===== config.mk =====
export PLATFORM = sky130hd
export DESIGN_NAME = apb_master_nslv
export DESIGN_NICKNAME = d
export VERILOG_FILES = /design/src/rtl/apb_pkg.sv /design/src/rtl/apb_decoder.sv /design/src/rtl/apb_master_nslv.sv
export SDC_FILE = /design/constraint.sdc
export NUM_CORES = 1
export LEC_CHECK = 0
export ABC_AREA = 1
export BUFFER_PORTS_ARGS = -buffer_cell sky130_fd_sc_hd__buf_2
export CORE_AREA = 4 4 58 99
export CTS_BUF_LIST = sky130_fd_sc_hd__clkbuf_8 sky130_fd_sc_hd__clkbuf_16
export CTS_CLUSTER_DIAMETER = 30
export DETAILED_ROUTE_END_ITERATION = 10
export DIE_AREA = 0 0 62 103
export GPL_TIMING_DRIVEN = 1
export MAX_ROUTING_LAYER = met4
export PLACE_DENSITY = 0.7
export SYNTH_ARGS = -nofsm -noshare
export SYNTH_HDL_FRONTEND = slang
export SYNTH_HIERARCHICAL = 1
export SYNTH_SLANG_ARGS = --single-unit

===== constraint.sdc =====
create_clock -name i_PCLK -period 1.9 [get_ports i_PCLK]
set_input_delay 0.095 -clock i_PCLK [delete_from_list [all_inputs] [get_ports i_PCLK]]
set_output_delay 0.095 -clock i_PCLK [all_outputs]
set_load 0.03 [all_outputs]

===== src/rtl/apb_pkg.sv =====
// Shared APB master definitions: controller states and transfer-type encodings.
package apb_pkg;

   typedef enum logic [1:0] {
      IDLE   = 2'd0,
      SETUP  = 2'd1,
      ACCESS = 2'd2
   } apb_state_e;

   localparam logic APB_RW_READ  = 1'b0;
   localparam logic APB_RW_WRITE = 1'b1;

endpackage : apb_pkg


===== src/rtl/apb_decoder.sv =====
// Maps the top log2(NSLV) address bits to a slave index and its one-hot select.
module apb_decoder #(
   parameter int WADDR = 8,
   parameter int NSLV  = 4
) (
   input  logic [WADDR-1:0]         i_addr,
   output logic [NSLV-1:0]          o_sel,
   output logic [$clog2(NSLV)-1:0]  o_idx
);

   localparam int SW = $clog2(NSLV);

   always_comb begin
      o_idx        = i_addr[WADDR-1 -: SW];
      o_sel        = '0;
      o_sel[o_idx] = 1'b1;
   end

endmodule : apb_decoder


===== src/rtl/apb_master_nslv.sv =====
// Single-command APB master driving NSLV address-decoded slaves, with a
// bounded wait-state timeout that completes the transfer with an error.
module apb_master_nslv #(
   parameter int WADDR   = 8,
   parameter int WDATA   = 8,
   parameter int NSLV    = 4,
   parameter int TIMEOUT = 16
) (
   input  logic                    i_PCLK,
   input  logic                    i_PRESET,
   input  logic                    i_TRANSACTION,
   output logic                    o_READY,
   input  logic                    i_RW,
   input  logic [WADDR-1:0]        i_SLV_ADDR,
   input  logic [WDATA-1:0]        i_SLV_WDATA,
   output logic                    o_DONE,
   output logic                    o_ERR,
   output logic [WDATA-1:0]        o_PRDATA,
   output logic [NSLV-1:0]         o_PSEL,
   output logic                    o_PENABLE,
   output logic                    o_PWRITE,
   output logic [WADDR-1:0]        o_PADDR,
   output logic [WDATA-1:0]        o_PWDATA,
   input  logic [NSLV*WDATA-1:0]   i_PRDATA,
   input  logic [NSLV-1:0]         i_PREADY,
   input  logic [NSLV-1:0]         i_PSLVERR
);

   import apb_pkg::*;

   localparam int SW = $clog2(NSLV);
   localparam int CW = $clog2(TIMEOUT + 1);
   localparam logic [CW-1:0] CNT_LAST = CW'(TIMEOUT - 1);

   apb_state_e        state_q;
   logic [CW-1:0]     cnt_q;
   logic [SW-1:0]     sel_idx_q;
   logic [NSLV-1:0]   psel_q;
   logic              penable_q;
   logic              pwrite_q;
   logic [WADDR-1:0]  paddr_q;
   logic [WDATA-1:0]  pwdata_q;
   logic [WDATA-1:0]  prdata_q;
   logic              done_q;
   logic              err_q;

   logic [NSLV-1:0]   dec_sel;
   logic [SW-1:0]     dec_idx;
   logic              sel_ready;
   logic              sel_err;
   logic [WDATA-1:0]  sel_rdata;
   logic              timeout_hit;

   apb_decoder #(
      .WADDR (WADDR),
      .NSLV  (NSLV)
   ) u_decoder (
      .i_addr (i_SLV_ADDR),
      .o_sel  (dec_sel),
      .o_idx  (dec_idx)
   );

   // Only the selected slave's response is observed; the others may drive anything.
   assign sel_ready   = i_PREADY[sel_idx_q];
   assign sel_err     = i_PSLVERR[sel_idx_q];
   assign sel_rdata   = i_PRDATA[int'(sel_idx_q)*WDATA +: WDATA];
   assign timeout_hit = !sel_ready && (cnt_q == CNT_LAST);

   // NOTE: every register here, data included, is reset so that an aborted
   // transfer leaves the bus and status outputs at a known zero.
   always_ff @(posedge i_PCLK or posedge i_PRESET) begin
      if (i_PRESET) begin
         state_q   <= IDLE;
         cnt_q     <= '0;
         sel_idx_q <= '0;
         psel_q    <= '0;
         penable_q <= 1'b0;
         pwrite_q  <= 1'b0;
         paddr_q   <= '0;
         pwdata_q  <= '0;
         prdata_q  <= '0;
         done_q    <= 1'b0;
         err_q     <= 1'b0;
      end else begin
         // NOTE: non-blocking assignments keep every register sampling the
         // pre-edge values, independent of statement order.
         done_q <= 1'b0;
         case (state_q)
            IDLE: begin
               if (i_TRANSACTION) begin
                  state_q   <= SETUP;
                  pwrite_q  <= i_RW;
                  paddr_q   <= i_SLV_ADDR;
                  pwdata_q  <= i_SLV_WDATA;
                  psel_q    <= dec_sel;
                  sel_idx_q <= dec_idx;
               end
            end
            SETUP: begin
               state_q   <= ACCESS;
               penable_q <= 1'b1;
               cnt_q     <= '0;
            end
            ACCESS: begin
               if (sel_ready || timeout_hit) begin
                  state_q   <= IDLE;
                  psel_q    <= '0;
                  penable_q <= 1'b0;
                  done_q    <= 1'b1;
                  // A ready response wins over a coincident timeout.
                  err_q     <= sel_ready ? sel_err : 1'b1;
                  if (sel_ready && !sel_err && (pwrite_q == APB_RW_READ)) begin
                     prdata_q <= sel_rdata;
                  end
               end else begin
                  cnt_q <= cnt_q + 1'b1;
               end
            end
            default: state_q <= IDLE;
         endcase
      end
   end

   assign o_READY   = (state_q == IDLE);
   assign o_DONE    = done_q;
   assign o_ERR     = err_q;
   assign o_PRDATA  = prdata_q;
   assign o_PSEL    = psel_q;
   assign o_PENABLE = penable_q;
   assign o_PWRITE  = pwrite_q;
   assign o_PADDR   = paddr_q;
   assign o_PWDATA  = pwdata_q;

endmodule : apb_master_nslv


==> out/qor.txt, run 1 <==
Unique masters post-synth -> 22
wire per inst -> 12.30 µm
commonest cells in the netlist -> 99 x nand2_1, 41 x dfrtp_1, 31 x nor2_1
share of cells above drive strength 1 -> 31.90%
mux cell area share after synthesis -> 0%
Hold Crit Class -> primary input to flop
CP Capture Type -> flop
Compound-Gate Fraction of Synth Area -> 6.767%
CP required -> 2.08 ns
Post-Syn Instances -> 265
dpl cells -> 403
Slew @ Worst Pin -> 0.5092 ns
Mapped Avg Cell Area -> 7.814 µm²
Syn Nets -> 327
dpl cell area -> 2547 µm²
initial core utilization -> 41.60%
VDD IR max -> 1.164 mV
antenna viol nets, final -> 0
HPWL Detailed -> 3.773 mm
WS Path Type -> flop to flop
drt pass-1 iters -> 4
Max Freq -> 623.7 MHz
fin. max-slew vios -> 0
number of synthesized flops with an enable pin -> 0
H-Tree Depth -> 2
fin crit period -> 1.603 ns
status -> finished clean
Async SR Flop Fraction -> 100.0%
Reg2Reg Setup Slack -> 0.30 ns
Clock Sinks -> 41
global placer's final weighted congestion -> 0.7607
Finished Layout Cells -> 427
startpoint types -> flop
die width -> 62 µm
final non-filler cell area -> 2828 µm²
part of the cycle the worst path needs -> 84.39%
IO Pins -> 93
worst-path fanout max -> 21
die area -> 6386 µm²
Synth Area in XOR/XNOR -> 0.8459%
Max Root-Sink Buffers -> 2
Final Hold Viols -> 0
NumNets Final -> 434
Synth area leaders -> dfrtp_1 50%, nand2_1 18%, o21ai_0 6.0%
final setup violation count -> 0
CTS tree -> done
clk slew on worst S/H paths -> 0.08 ns
max_cap viols -> 0
CTS Buf Count -> 5
Core ar. -> 4977 µm²
Total Power -> 0.004502 W
Ant. Diodes -> 0
yosys warns -> 6
slew margin rel. -> 66.06%
synthesized-area fraction occupied by adder cells -> 1.208%
Seq/Total Area, Yosys -> 49.55%
leakage -> 1.629 nW
sum of negative setup slack -> 0 ns
unrepaired setup endpoints after global routing -> no
Iter 0 DRT Violations -> 93
Yosys top cell area share -> 49.55%
GRT Total Usage -> 18.59%
Worst Path Arrival -> 1.78 ns
Post-CTS Setup Bufs -> 0
largest net degree at the start of global routing -> 42
cell taking the most area after synthesis -> dfrtp_1
PwrDens -> 1592 nW/µm²
cell area after synthesis -> 2071 µm²
drt drc -> 0
aggregate global routing overflow -> 0
root buf cell -> clkbuf_8
first-pass GRT wire length -> 8.714 mm
drt total wl -> 5.250 mm
fillers -> 467
Yosys reg bits -> 41
clk_skew -> 0.01096 ns
most frequent cell after synthesis -> nand2_1
vias in the first global route -> 2053
initial antenna violation count -> 0
dominant synthesized flop cell -> dfrtp_1
simple-gate share of the synthesized area -> 34.56%
P&R area growth vs syn -> 36.56%
clk_lat worst skew -> 0.29 ns
via count -> 2020
Die Y -> 103 µm
Vias per Instance -> 4.731
PortBufs -> 92
main combinational cell family by area after synthesis -> simple AND/OR/NAND/NOR gates
Core Rows -> 34
## cell type report
| cell class | count | area [µm²] | share of cell area, % |
|---|---|---|---|
| flip-flops and latches | 41 | 1026 | 36.28 |
| well taps | 54 | 67.56 | 2.389 |
| multi-input cells | 194 | 898.4 | 31.77 |
| repair buffers | 111 | 643.1 | 22.74 |
| clock inverters | 2 | 37.54 | 1.327 |
| clock buffers | 6 | 82.58 | 2.920 |
| inverters | 19 | 72.57 | 2.566 |
## cell families (layout without fill, tap and decap cells)
family / Yosys count / after routing
adder cells (fa/ha/maj): 2 / 2
AO/OA/AOI/OAI: 28 / 28
AND/OR/NAND/NOR: 162 / 162
XOR/XNOR: 2 / 2
buffers and inverters: 30 / 138
flip-flops: 41 / 41
## cell usage in the layout, fill, tap and decap left out, types with 4 or more instances in the layout
master / Yosys / layout
inv_1: 14 / 13
o21ai_0: 25 / 25
nand2_2: 4 / 4
dlygate4sd3_1: 0 / 16
nor2_1: 31 / 31
dfrtp_1: 41 / 41
nand3_1: 21 / 21
buf_2: 5 / 92
nand2_1: 99 / 99
clkbuf_8: 0 / 6
inv_2: 4 / 4
## flip-flops by register name, indices dropped and copies added (netlist names)
signal,flops
cnt_q,5
o_PADDR,8
sel_idx_q,2
o_PWDATA,8
state_q,2
o_DONE,1
o_PENABLE,1
o_PSEL,4
o_PWRITE,1
o_PRDATA,8
o_ERR,1
## worst max-delay path, cell delays in order (launching register included)
cell	delay [ns]
dfrtp_1	0.47
inv_2	0.27
nand2_1	0.08
nand3_1	0.12
nand2_4	0.10
nor2_8	0.20
nand2_4	0.11
nand2_1	0.09
nand2_1	0.05
## timing repair
item                      4_1_cts  5_1_grt
gates resized for setup         0        0
hold buffers                   16        0
hold endpoints to repair       56        0
## metrics by stage
stage | hold WS [ns] | worst slack [ns] | util [%]
finish | 0.08245 | 0.2966 | 56.81
global route | 0.08122 | 0.1219 | 56.81
CTS | 0.07494 | 0.2901 | 56.81
detailed placement | 0.2425 | 0.3025 | 51.18
global placement | 0.2358 | 0.3854 | 51.18
floorplan | 0.2046 | 0.3364 | -
## layer usage
layer | GRT usage (%) | up-vias | wire length (µm)
met2 | 32.03 | 71 | 2723
met4 | 8.170 | 0 | 143
met5 | - | - | 0
li1 | - | 1038 | -
met1 | 20.02 | 897 | 2023
met3 | 3.258 | 14 | 360
## power breakdown
| part | switching (W) | internal (W) | total, W |
|---|---|---|---|
| sequential | 0.000243 | 0.00124 | 0.00148 |
| combinational | 0.00160 | 0.000684 | 0.00229 |
| clock | 0.000308 | 0.000427 | 0.000735 |
## final timing paths
| check | cells after the start | startpoint | end |
|---|---|---|---|
| min | 3 | i_SLV_ADDR[6] | o_PADDR[6]$_DFFE_PP0P_ |
| max | 8 | sel_idx_q[0]$_DFFE_PP0P_ | o_PRDATA[6]$_DFFE_PP0P_ |
| min in group asynchronous | 4 | i_PRESET | cnt_q[2]$_DFFE_PP0P_ |
| min reg2reg | 2 | o_PRDATA[3]$_DFFE_PP0P_ | o_PRDATA[3]$_DFFE_PP0P_ |
| max in group asynchronous | 4 | i_PRESET | o_PRDATA[3]$_DFFE_PP0P_ |
| max reg2reg | 8 | sel_idx_q[0]$_DFFE_PP0P_ | o_PRDATA[6]$_DFFE_PP0P_ |
(Power assumes the default switching activity.)
==> run 2: changes to the inputs <==
Clock period 1.9 ns to 1.57 ns, I/O delays scaled along.
==> run 2 against run 1 <==
Setup slack worse by 0.19 ns. Critical path type unchanged. Total power is 17% higher. Largest cell class unchanged. Sequential power is 20% higher. Critical endpoint is now cnt_q[2]$_DFFE_PP0P_. Die area stayed put. Design area is 0.66% lower.
==> out/qor.txt, run 2 (synthesis results as in run 1) <==
status -> finished clean
Max Freq -> 682.3 MHz (+9.4%)
slew margin rel. -> 66.35% (+0.30 points)
max_cap viols -> 0 (unchanged)
CP required -> 1.81 ns (-0.27 ns)
Core Rows -> 34 (unchanged)
CP Capture Type -> flop
most frequent cells in the layout -> 99 x nand2_1, 92 x buf_2, 41 x dfrtp_1
die area -> 6386 µm² (unchanged)
share of cells above drive strength 1 -> 32.27% (+0.36 points)
largest net degree at the start of global routing -> 42 (unchanged)
IO Pins -> 93 (unchanged)
initial core utilization -> 41.60% (unchanged)
aggregate global routing overflow -> 0 (unchanged)
global placer's final weighted congestion -> 0.8067 (+6.0%)
clk slew on worst S/H paths -> 0.08 ns (about the same)
WS Path Type -> flop to flop
final setup violation count -> 0 (unchanged)
worst-path fanout max -> 7 (-67%)
commonest non-fill, non-tap cell in the layout -> nand2_1
VDD IR max -> 1.216 mV (+4.5%)
Hold Crit Class -> primary input to flop
wire per inst -> 12.20 µm (-0.79%)
unrepaired setup endpoints after global routing -> no
WL met2 -> 2.709 mm (-0.51%)
fillers -> 460 (-1.5%)
GRT Total Usage -> 18.25% (-0.33 points)
Vias per Instance -> 4.727 (about the same)
Clock Sinks -> 41 (unchanged)
dpl cell area -> 2562 µm² (+0.59%)
initial antenna violation count -> 0 (unchanged)
antenna viol nets, final -> 0 (unchanged)
post_cts resized -> 0 (unchanged)
hold slack -> 0.05836 ns (-0.02410 ns)
Max Root-Sink Buffers -> 2 (unchanged)
clk_skew -> 0.01131 ns (+0.0003499 ns)
clk_lat worst skew -> 0.30 ns (about the same)
NumNets Final -> 436 (+0.46%)
root buf cell -> clkbuf_8
Final Hold Viols -> 0 (unchanged)
leakage -> 1.625 nW (-0.26%)
H-Tree Depth -> 2 (unchanged)
Ant. Diodes -> 0 (unchanged)
met3 WL -> 368 µm (+2.2%)
P&R area growth vs syn -> 35.65%
part of the cycle the worst path needs -> 93.36% (+9.0 points)
fin crit period -> 1.466 ns (-0.1377 ns)
sum of negative setup slack -> 0 ns (unchanged)
startpoint types -> flop
PortBufs -> 92 (unchanged)
Die Y -> 103 µm (unchanged)
drt drc -> 0 (unchanged)
HPWL Detailed -> 3.838 mm (+1.7%)
Post-Route M1 WL -> 2.034 mm (+0.54%)
PwrDens -> 1874 nW/µm² (+18%)
first-pass GRT wire length -> 8.487 mm (-2.6%)
via count -> 2028 (+0.40%)
vias in the first global route -> 1898 (-7.5%)
Slew @ Worst Pin -> 0.5047 ns (-0.004485 ns)
fin. max-slew vios -> 0 (unchanged)
Worst Path Arrival -> 1.70 ns (-0.08 ns)
CTS tree -> done
final non-filler cell area -> 2809 µm² (-0.66%)
Core ar. -> 4977 µm² (unchanged)
CTS Buf Count -> 5 (unchanged)
Iter 0 DRT Violations -> 88 (-5.4%)
drt pass-1 iters -> 4 (unchanged)
max layer used -> met4
drt total wl -> 5.233 mm (-0.32%)
die width -> 62 µm (unchanged)
==> run 2: routing by layer <==
metal | up-vias | global-route usage (%)
met5 | - | -
met4 | 0 | 7.680
met3 | 11 | 3.258
met2 | 74 | 29.87
met1 | 901 | 21.38
li1 | 1042 | -
==> run 2: critical path, stage by stage, from the launching register on <==
cell      delay (ns)
dfrtp_1         0.42
ha_1            0.24
nand2_1         0.07
nor2_1          0.04
ha_1            0.17
inv_1           0.12
nand3_4         0.13
clkinv_2        0.11
nand2_1         0.06
nand2_1         0.06
==> run 2: layout make-up <==
class,instances,area [µm²],share of cell area (%)
Clock buffer,5,68.82,2.450
Timing Repair Buffer,113,658.1,23.43
Sequential cell,41,1026,36.53
Tap cell,54,67.56,2.405
Inverter,19,72.57,2.584
Multi-Input combinational cell,194,898.4,31.98
Clock inverter,3,17.52,0.6236
==> run 2: path summary, 6_finish.rpt <==
| check | start | depth (start not counted) | end | slack [ns] |
|---|---|---|---|---|
| setup reg to reg | cnt_q[0]$_DFFE_PP0P_ | 9 | cnt_q[2]$_DFFE_PP0P_ | 0.10 |
| max in group asynchronous | i_PRESET | 4 | o_PRDATA[3]$_DFFE_PP0P_ | 0.77 |
| min in group asynchronous | i_PRESET | 4 | o_PWDATA[5]$_DFFE_PP0P_ | 0.44 |
| hold reg to reg | o_PRDATA[1]$_DFFE_PP0P_ | 2 | o_PRDATA[1]$_DFFE_PP0P_ | 0.47 |
| setup / recovery | cnt_q[0]$_DFFE_PP0P_ | 9 | cnt_q[2]$_DFFE_PP0P_ | 0.10 |
| hold / removal | i_SLV_ADDR[6] | 3 | o_PADDR[6]$_DFFE_PP0P_ | 0.06 |
==> run 2: where the power goes <==
| group | switching, W | total, W | internal [W] |
|---|---|---|---|
| combinational | 0.00195 | 0.00281 | 0.000860 |
| clock | 0.000366 | 0.000672 | 0.000307 |
| sequential | 0.000286 | 0.00178 | 0.00150 |
==> run 2: stage by stage <==
step / util (%) / total power (W) / worst slack [ns] / cells
after global routing: 56.44 / 0.005715 / 0.002095 / 429
final: 56.44 / 0.005265 / 0.1043 / 429
after floorplan: - / 0.003847 / 0.006352 / 265
after detailed placement: 51.48 / 0.004621 / 0.1154 / 405
after global placement: 51.48 / 0.004568 / 0.1612 / 405
after CTS: 56.44 / 0.005336 / 0.1024 / 429
==> run 2: repair_timing <==
action                     4_1_cts  5_1_grt
setup endpoints to repair        0        0
hold endpoints to repair        56        0
hold buffers                    16        0
buffers inserted                 0        0
==> run 3: changes to the inputs <==
Settings changed: CELL_PAD_IN_SITES_DETAIL_PLACEMENT set to 1, CELL_PAD_IN_SITES_GLOBAL_PLACEMENT set to 2, CORE_AREA 4 4 58 99 to 4 4 74 128, DIE_AREA 0 0 62 103 to 0 0 78 132, PLACE_DENSITY 0.7 to 0.76.
==> run 3 against run 2 <==
Register-to-register slack improved by 0.04 ns. Non-clock buffer count decreased by 1. Global-route usage decreased by 4.4 points.
==> out/qor.txt, run 3 (synthesis results as in run 1) <==
status -> finished clean
initial antenna violation count -> 0 (unchanged)
drt pass-1 iters -> 4 (unchanged)
drt total wl -> 6.416 mm (+23%)
Final Hold Viols -> 0 (unchanged)
Iter 0 DRT Violations -> 37 (-58%)
fin crit period -> 1.421 ns (-0.04496 ns)
CTS Buf Count -> 5 (unchanged)
commonest non-fill, non-tap cell in the layout -> nand2_1
Die Y -> 132 µm (+28%)
startpoint types -> flop
die width -> 78 µm (+26%)
largest net degree at the start of global routing -> 27 (-36%)
clk_skew -> 0.003677 ns (-0.007637 ns)
CP max-delay cell -> dfrtp_1
Max Root-Sink Buffers -> 2 (unchanged)
WL met2 -> 3.483 mm (+29%)
slew margin rel. -> 68.01% (+1.7 points)
PortBufs -> 92 (unchanged)
final setup violation count -> 0 (unchanged)
share of cells above drive strength 1 -> 33.16% (+0.89 points)
CTS tree -> done
global placer's final weighted congestion -> 0.7216 (-11%)
dpl cell area -> 2646 µm² (+3.3%)
Core Rows -> 45 (+32%)
worst-path fanout max -> 10 (+3)
VDD IR max -> 0.9154 mV (-25%)
fillers -> 1052 (+130%)
setup slack after layout -> 0.1492 ns (+0.04496 ns)
Ant. Diodes -> 0 (unchanged)
initial core utilization -> 24.36% (-17 points)
part of the cycle the worst path needs -> 90.49% (-2.9 points)
first-pass GRT wire length -> 11.01 mm (+30%)
Worst Hold End -> o_PADDR[1]$_DFFE_PP0P_
most frequent cells in the layout -> 99 x nand2_1, 92 x buf_2, 41 x dfrtp_1
Core ar. -> 8502 µm² (+71%)
Worst path top cell family by delay -> simple AND/OR/NAND/NOR gates
drt drc -> 0 (unchanged)
Worst Path Arrival -> 1.60 ns (-0.10 ns)
die area -> 10300 µm² (+61%)
most frequent cell on the critical path -> nand2_1
Slew @ Worst Pin -> 0.4783 ns (-0.02641 ns)
Min-Delay Startpoint -> i_SLV_ADDR[1]
Clock Sinks -> 41 (unchanged)
vias in the first global route -> 2244 (+18%)
R2R Path End -> o_PRDATA[3]$_DFFE_PP0P_
CP required -> 1.75 ns (-0.06 ns)
Vias per Instance -> 4.214 (-11%)
hold slack -> 0.006958 ns (-0.05140 ns)
Post-Route M1 WL -> 2.437 mm (+20%)
P&R area growth vs syn -> 44.83%
HPWL Detailed -> 4.923 mm (+28%)
wire per inst -> 13.07 µm (+7.1%)
root buf cell -> clkbuf_16
H-Tree Depth -> 2 (unchanged)
CP bufs+invs -> 1 (-1)
PwrDens -> 1998 nW/µm² (+6.6%)
CP Capture Type -> flop
Max Freq -> 703.8 MHz (+3.2%)
Reg2Reg Setup Slack -> 0.15 ns (+0.04 ns)
clk_lat worst skew -> 0.29 ns (about the same)
max layer used -> met4
Reg2Reg Depth -> 8 (-1)
crit path cell chain -> inv_2, nand2_1, nand3_1, nand2_4, nor2_8, nand2_4, nand2_1, nand2_1
via count -> 2069 (+2.0%)
NumNets Final -> 435 (-0.23%)
IO Pins -> 93 (unchanged)
final non-filler cell area -> 2999 µm² (+6.8%)
worst slack, placed -> 0.07200 ns (-0.04341 ns)
dpl cells -> 467 (+15%)
GRT Total Usage -> 13.85% (-4.4 points)
WHS Path Cells -> 3 (unchanged)
antenna viol nets, final -> 0 (unchanged)
max_cap viols -> 0 (unchanged)
met3 WL -> 374 µm (+1.6%)
Critical R2R Launch -> sel_idx_q[0]$_DFFE_PP0P_
Critical Path Max Stage Delay -> 0.45 ns (+0.03 ns)
leakage -> 1.675 nW (+3.1%)
fin. max-slew vios -> 0 (unchanged)
Hold Crit Class -> primary input to flop
WS Path Type -> flop to flop
aggregate global routing overflow -> 0 (unchanged)
Finished Layout Cells -> 491 (+14%)
clk slew on worst S/H paths -> 0.06 ns (-0.02 ns)
[run 3: worst max-delay path by stage]
stage	slack, ns	depth (start not counted)	to	startpoint
3_5_place_dp	0.07	9	cnt_q[4]$_DFFE_PP0P_	cnt_q[0]$_DFFE_PP0P_
2_1_floorplan	0.006	6	o_PSEL[0]$_DFFE_PP0P_	state_q[0]$_DFFE_PP0P_
6_report	0.15	8	o_PRDATA[3]$_DFFE_PP0P_	sel_idx_q[0]$_DFFE_PP0P_
4_1_cts	0.04	9	cnt_q[4]$_DFFE_PP0P_	cnt_q[0]$_DFFE_PP0P_
5_1_grt	-0.0006	7	cnt_q[4]$_DFFE_PP0P_	sel_idx_q[1]$_DFFE_PP0P_
3_3_place_gp	0.14	8	o_PRDATA[6]$_DFFE_PP0P_	sel_idx_q[0]$_DFFE_PP0P_
[run 3: worst min-delay path: stages]
cell and delay, ns:
buf_2 0.09, nand2_1 0.05, nand2_1 0.05
[run 3: layout make-up]
class	count	area [µm²]	share of cell area, %
Multi-Input combinational cell	194	900.9	30.04
Sequential cell	41	1026	34.21
Inverter	19	75.07	2.503
Timing Repair Buffer	112	660.6	22.03
Clock inverter	3	65.06	2.169
Tap cell	117	146.4	4.881
Clock buffer	5	125.1	4.172
[run 3: metal layers]
layer / GRT usage (%) / vias to the layer above
li1: - / 1044
met1: 14.41 / 965
met2: 24.95 / 54
met3: 3.078 / 6
met4: 5.253 / 0
met5: - / -
[run 3: report_power, final]
part / internal (W) / switching, W
sequential: 0.00150 / 0.000298
clock: 0.000908 / 0.000422
combinational: 0.000857 / 0.00201
total: 0.00326 / 0.00273
[run 3: stage by stage]
step | power, W | utilization, % | setup TNS, ns
after global placement | 0.004643 | 31.13 | 0
after floorplan | 0.003847 | - | 0
after CTS | 0.006105 | 35.13 | 0
after global routing | 0.006486 | 35.28 | -0.0005633
after detailed placement | 0.004713 | 31.13 | 0
final | 0.005993 | 35.28 | 0
[run 3: what timing repair did]
| item | CTS | global route |
|---|---|---|
| gates resized for setup | 0 | 4 |
| setup endpoints to repair | 0 | 8 |
| hold buffers | 15 | 0 |
| buffers inserted | 0 | 1 |
| endpoints found under the hold margin | 31 | 0 |
